===== src/rtl/register_file.sv =====
// -----------------------------------------------------------------------------
// register_file
//
// Architectural integer register file for the 5-stage RISC-V pipeline.
// The writeback stage writes through one port. Decode reads two source operands
// combinationally through two read ports. A write-through bypass makes a
// writeback visible to decode in the same cycle, so there is no pipeline bubble.
// A registered copy of x10 (a0) is exported for observation. A saturating
// counter records the number of committed architectural writes.
//
// Parameters
//   D_WIDTH      data width of each register
//   A_WIDTH      register address width; depth = 2**A_WIDTH (must be >= 4 so
//                that x10 exists)
//
// Ports
//   clk          clock; all state updates on the rising edge
//   rst_n        synchronous, active-low reset
//   reg_write_w  write enable from writeback
//   rd_w         destination register address from writeback
//   result_w     data to write
//   rs1_d        source 1 address from decode
//   rs2_d        source 2 address from decode
//   rd1_d        source 1 data (combinational, bypassed)
//   rd2_d        source 2 data (combinational, bypassed)
//   a0           registered value of x10 (post-write value)
//   write_count  committed writes, saturating at 16'hFFFF
// -----------------------------------------------------------------------------
module register_file #(
  parameter int D_WIDTH = 32,
  parameter int A_WIDTH = 5
) (
  input  logic               clk,
  input  logic               rst_n,
  input  logic               reg_write_w,
  input  logic [A_WIDTH-1:0] rd_w,
  input  logic [D_WIDTH-1:0] result_w,
  input  logic [A_WIDTH-1:0] rs1_d,
  input  logic [A_WIDTH-1:0] rs2_d,
  output logic [D_WIDTH-1:0] rd1_d,
  output logic [D_WIDTH-1:0] rd2_d,
  output logic [D_WIDTH-1:0] a0,
  output logic [15:0]        write_count
);

  localparam int                 DEPTH     = 1 << A_WIDTH;
  localparam logic [A_WIDTH-1:0] A0_IDX    = A_WIDTH'(10);
  localparam logic [15:0]        CNT_MAX   = 16'hFFFF;

  logic [D_WIDTH-1:0] r_regs [DEPTH];
  logic [D_WIDTH-1:0] r_a0;
  logic [15:0]        r_write_count;

  // A write commits only when it targets a real register. x0 is hard-wired to
  // zero, so a write to it is dropped and is not counted.
  logic w_write_en;
  logic w_write_a0;
  logic w_cnt_sat;

  assign w_write_en = reg_write_w && (rd_w != '0);
  assign w_write_a0 = w_write_en && (rd_w == A0_IDX);
  assign w_cnt_sat  = (r_write_count == CNT_MAX);

  // ---------------------------------------------------------------------------
  // Register array
  // ---------------------------------------------------------------------------
  // NOTE: the storage is a flip-flop array, not a RAM macro. Resetting every
  // entry costs nothing, and it gives the required all-zero state after reset.
  // A RAM-backed file could not be cleared in one edge.
  always_ff @(posedge clk) begin
    if (!rst_n) begin
      for (int i = 0; i < DEPTH; i++) begin
        r_regs[i] <= '0;
      end
    end else if (w_write_en) begin
      // NOTE: sequential state is assigned with <= only. The a0 tap and the
      // counter are updated in other blocks, and they sample the pre-edge
      // array. With <= that sampling is free of races.
      r_regs[rd_w] <= result_w;
    end
  end

  // ---------------------------------------------------------------------------
  // a0 tap: holds the post-write value of x10. On a write to x10, take the
  // incoming data directly so that a0 changes on the same edge as the array.
  // ---------------------------------------------------------------------------
  always_ff @(posedge clk) begin
    if (!rst_n) begin
      r_a0 <= '0;
    end else if (w_write_a0) begin
      r_a0 <= result_w;
    end else begin
      r_a0 <= r_regs[A0_IDX];
    end
  end

  // ---------------------------------------------------------------------------
  // Committed-write counter, saturating (no wrap-around)
  // ---------------------------------------------------------------------------
  always_ff @(posedge clk) begin
    if (!rst_n) begin
      r_write_count <= '0;
    end else if (w_write_en && !w_cnt_sat) begin
      r_write_count <= r_write_count + 16'd1;
    end
  end

  // ---------------------------------------------------------------------------
  // Read ports with write-through bypass.
  // Priority: x0 reads zero. A pending writeback to the same register forwards
  // result_w, but only while out of reset. Otherwise the stored value is read.
  // Reads are pure muxing of state, so an X address disturbs only the read
  // data and never the stored state.
  // ---------------------------------------------------------------------------
  function automatic logic [D_WIDTH-1:0] read_port(input logic [A_WIDTH-1:0] addr);
    logic [D_WIDTH-1:0] data;
    if (addr == '0) begin
      data = '0;
    end else if (rst_n && w_write_en && (rd_w == addr)) begin
      data = result_w;
    end else begin
      data = r_regs[addr];
    end
    return data;
  endfunction

  // NOTE: each combinational output gets a default first, then the overrides.
  // No path can leave it unassigned, so no latch is inferred.
  always_comb begin
    rd1_d = '0;
    rd2_d = '0;
    rd1_d = read_port(rs1_d);
    rd2_d = read_port(rs2_d);
  end

  assign a0          = r_a0;
  assign write_count = r_write_count;

endmodule


===== config.mk =====
export PLATFORM = sky130hd
export DESIGN_NAME = register_file
export DESIGN_NICKNAME = d
export VERILOG_FILES = /design/src/rtl/register_file.sv
export SDC_FILE = /design/constraint.sdc
export NUM_CORES = 2
export LEC_CHECK = 0
export ABC_AREA = 0
export CAP_MARGIN = 30
export CORE_ASPECT_RATIO = 0.9
export CORE_UTILIZATION = 63
export DETAILED_ROUTE_END_ITERATION = 10
export PLACE_DENSITY = 0.81
export SLEW_MARGIN = 20
export SYNTH_ARGS = -nofsm -noshare
export SYNTH_HDL_FRONTEND = slang
export SYNTH_SLANG_ARGS = --single-unit
export TNS_END_PERCENT = 1

===== constraint.sdc =====
create_clock -name clk -period 5.5 [get_ports clk]
set_input_delay 1.1 -clock clk [delete_from_list [all_inputs] [get_ports clk]]
set_output_delay 1.1 -clock clk [all_outputs]
set_load 0.03 [all_outputs]

==> impl_table.tex <==
\begin{tabular}{lr}
\hline
Metric & Value \\
\hline
\multicolumn{2}{l}{\textbf{Clock tree}} \\
Buffer levels on the longest clock path & 3 \\
Count of buffers added by post-CTS timing repair for setup & 0 \\
Clock latency at the later pin of the worst-skew pair & 0.69 ns \\
Number of buffers created by CTS & between 100 and 150 \\
TritonCTS clock tree & yes \\
Clock tree root driver cell & clkbuf\_16 \\
Clk sinks & roughly 1100 \\
Number of H-tree levels & 3 \\
Register clock-pin slew on the reported worst setup and hold paths & around 0.060 ns \\
\multicolumn{2}{l}{\textbf{Synth}} \\
Multiplexer share of the synthesized area & 20.69\% \\
Async set-reset flop share out of synthesis & 0\% \\
Area share of fa/ha/maj cells after synthesis & less than 1\% \\
XOR/XNOR Fraction of Synth Area & less than 1\% \\
Share of the synthesized area in compound gates (AO/OA/AOI/OAI) & about 6.7\% \\
Library cell occupying the most area in the post-synthesis netlist & edfxtp\_1 \\
Count of flip-flops with a built-in enable after synthesis & a little over 1000 \\
Sequential-to-total area share from yosys stat & 54.98\% \\
Top-area cell type share of the netlist area & a little over half \\
Mean instance size in the synthesized netlist & $\sim$13 um2 \\
Warnings, synthesis & 0 \\
Cells after synthesis & $\sim$4300 \\
Cell Area, Synth & 0.05767 mm2 \\
Top cells by area, synth & edfxtp\_1 (53\%), and2\_1 (11\%), mux4\_2 (10\%), mux2\_2 (6.4\%), mux2i\_1 (4.2\%) \\
Top\_reg\_cell synth & edfxtp\_1 \\
Number of unique standard cell types used by synthesis & between 50 and 60 \\
Post-Synth Simple-Gate Area & 14.05\% \\
Number of register bits inferred by synthesis & 1072 \\
Largest family of logic cells by synthesized area & multiplexers \\
\multicolumn{2}{l}{\textbf{Placement}} \\
Placed instance count & 5568 \\
Area after DPL & between 0.06 and 0.07 mm2 \\
Detailed-placement wirelength estimate & between 100000 and 150000 um \\
Worst setup timing slack at the placement stage & between 0.008 and 0.009 ns \\
Number of I/O port buffers & 161 \\
Final RePlAce weighted congestion & between 0.9 and 1 \\
\multicolumn{2}{l}{\textbf{Critical path}} \\
CP Data Arrival Time & 4.53 ns \\
Reg-to-reg critical path endpoint & write\_count[1] \\
CP Data Required Time & about 4.4 ns \\
Largest fanout on the critical path & 32 \\
Series of cell instances along the critical path & clkdlybuf4s50\_1 > or2\_2 > a2111oi\_0 > nor4\_1 > a21oi\_1 > buf\_4 \\
First element of the critical path & rs1\_d[4] \\
Critical Path Slowest Stage Cell & a2111oi\_0 \\
Capturing element type of the critical path & output pin \\
Worst reg2reg path depth & 6 \\
Nature of the critical path startpoint & input port \\
Beginning of the worst register-to-register path & write\_count[0] \\
Largest incremental delay on the critical path & $\sim$1.1 ns \\
Kind of critical path & in -> out \\
Crit path to & rd1\_d[1] \\
Minimum setup slack among reg-to-reg paths & 3.00 ns \\
\multicolumn{2}{l}{\textbf{Detailed routing}} \\
1st-pass router iterations & 8 \\
Avg WL per Cell & about 32 um \\
Post-detailed-route DRC marker count & 0 \\
Post-route antenna net violation count & 0 \\
WL final & between 150000 and 200000 um \\
Routed vias & between 40000 and 50000 \\
Starting DRC count in detailed routing & approximately 6700 \\
Routed via count divided by cell count & between 7 and 8 \\
\multicolumn{2}{l}{\textbf{Die}} \\
I/O pins & about 160 \\
Starting utilization of the core area & 64.05\% \\
Die span in y & 289.0 um \\
Width of the chip & about 320 um \\
Die outline area & 0.09276 mm2 \\
Number of placement rows & approximately 100 \\
Core area & 0.09005 mm2 \\
\multicolumn{2}{l}{\textbf{Timing}} \\
Number of pins with negative max-slew slack in the final report & 0 \\
Relative slew margins & approximately 18\% \\
Layout Skew & $\sim$0.012 ns \\
Final Cycle Share & 102.3\% \\
Slew at the pin closest to its max-slew limit & around 1.2 ns \\
Slack of the critical path & -0.1270 ns \\
Unrepaired setup endpoints after global routing & no \\
Worst hold slack & between 0.5 and 0.6 ns \\
Shortest clock period the worst path allows after layout & 5.627 ns \\
Setup Total Neg Slack & -0.1593 ns \\
Hold violation total from the final report & 0 \\
Setup Viol. Count Final & 2 \\
Highest attainable clock frequency & 177.7 MHz \\
\multicolumn{2}{l}{\textbf{Layout}} \\
Area added between synthesis and finish & 13.99\% \\
Final std cell area, no fill & 0.06574 mm2 \\
Fillcell total & $\sim$5800 \\
Flip-flop and latch area & 0.03171 mm2 \\
Net total in the final layout & between 4000 and 5000 \\
Multi-input logic area & between 0.02 and 0.025 mm2 \\
Cell Count, Final, Fillers Out & 5776 \\
Fraction of final layout cells sized beyond drive strength 1 & 25.62\% \\
Fin util & roughly three quarters \\
\multicolumn{2}{l}{\textbf{Pwr}} \\
Total power divided by cell area & between 300 and 400 mW/mm2 \\
VDD IR max & 0.2922 mV \\
Leakage power summed over all cells & roughly 23 nW \\
Tot Pwr & 19.92 mW \\
\multicolumn{2}{l}{\textbf{Global route}} \\
Antenna violations before repair & 6 \\
Pin count of the biggest net entering global routing & 64 \\
Total routing usage reported by global routing & $\sim$40\% \\
Global-route congestion overflow total & 0 \\
Vias in the first global route & approximately 40000 \\
First-pass GRT wire length & $\sim$270000 um \\
\multicolumn{2}{l}{\textbf{Run status}} \\
Run status & finished with violations \\
Violations in the final reports & setup timing \\
\multicolumn{2}{l}{\textbf{Flow run}} \\
Number of max-capacitance violations reported & 0 \\
\multicolumn{2}{l}{\textbf{Min path}} \\
Hold path start & write\_count[9] \\
Kind of path behind the tightest hold check & reg -> reg \\
\hline
\end{tabular}
[registers in the layout, indices dropped and copies added (netlist names)]
register	count
write_count	16
r_regs	1024
a0	32
[where the power goes]
group | switching, mW | internal (mW) | leakage [nW]
registers | 0.232 | 9.38 | 10.1
clock network | 3.20 | 4.20 | 1.72
logic | 1.72 | 1.19 | 11.5
total | 5.15 | 14.8 | 23.4
[worst max-delay path, delay by kind of cell]
kind            cells  cell delay, ns
simple gates        2            1.03
buf+inv             2            0.86
compound gates      2            1.49
[cells by family (layout without fill, tap and decap cells)]
kind of cell,Yosys count,count (layout)
AO/OA/AOI/OAI,593,593
XOR/XNOR,18,18
adder cells (fa/ha/maj),1,1
buffers and inverters,454,647
flip-flops,1072,1072
multiplexers,829,829
other,1,34
AND/OR/NAND/NOR,1363,1363
[cell usage in the layout, fill, tap and decap left out, types with 63 or more instances in the layout]
cell type	instances
nor2_1	129
mux4_2	257
nor4_1	63
buf_4	268
clkbuf_16	109
a21oi_1	65
clkdlybuf4s50_1	90
mux2_2	329
nor2b_1	69
a211oi_1	121
mux2i_1	242
edfxtp_1	1024
buf_12	63
o22ai_1	134
o21ai_0	125
and2_1	992
[synthesized netlist by cell type, types with 3 or more instances]
cell       count
edfxtp_1    1024
and2_1       992
mux2_2       329
clkbuf_1     298
mux4_2       257
mux2i_1      242
nor2_1       163
o21ai_0      156
o22ai_1      134
a211oi_1     121
buf_2        108
nor2b_1       71
a21oi_1       65
nor4_1        64
a2111oi_0     61
dfxtp_1       48
a21o_1        32
buf_1         27
nor3_1        17
xnor2_1       11
nand2_1       10
buf_4          8
nand2b_1       8
nand3_1        8
o21a_1         8
inv_1          7
xor2_1         7
buf_6          6
nand3b_1       5
or2_2          4
nand4_1        3
o2111ai_1      3
or3_1          3
[cell type report]
type                    instances  area share [%]
flip-flops and latches       1072           48.24
repair buffers                439           6.578
clock inverters                60          0.8565
clock buffers                 141           4.454
well taps                    1219           2.320
diodes                          2        0.007613
multi-input cells            2836           37.51
inverters                       7         0.03997
[worst min path at each step]
stage / cells after the start / to / slack, ns
after floorplan: 1 / a0[27] / 0.46
after global routing: 2 / write_count[9] / 0.53
final: 2 / write_count[9] / 0.50
after global placement: 1 / a0[24] / 0.49
after detailed placement: 1 / a0[24] / 0.49
after CTS: 2 / write_count[9] / 0.51
[metal layers]
layer,share of wire [%],vias to the layer above,global-route usage (%)
met5,0.012,-,0
met2,44,3475,60.29
met1,35,19974,51.75
met4,7.3,4,25.01
met3,14,744,10.05
li1,-,16573,-
[repair_timing]
item	in CTS	in global routing
hold buffers	0	0
hold endpoints to repair	0	0
setup endpoints to repair	0	8
resized for setup	0	1
Power figures use the tool's default switching activity.
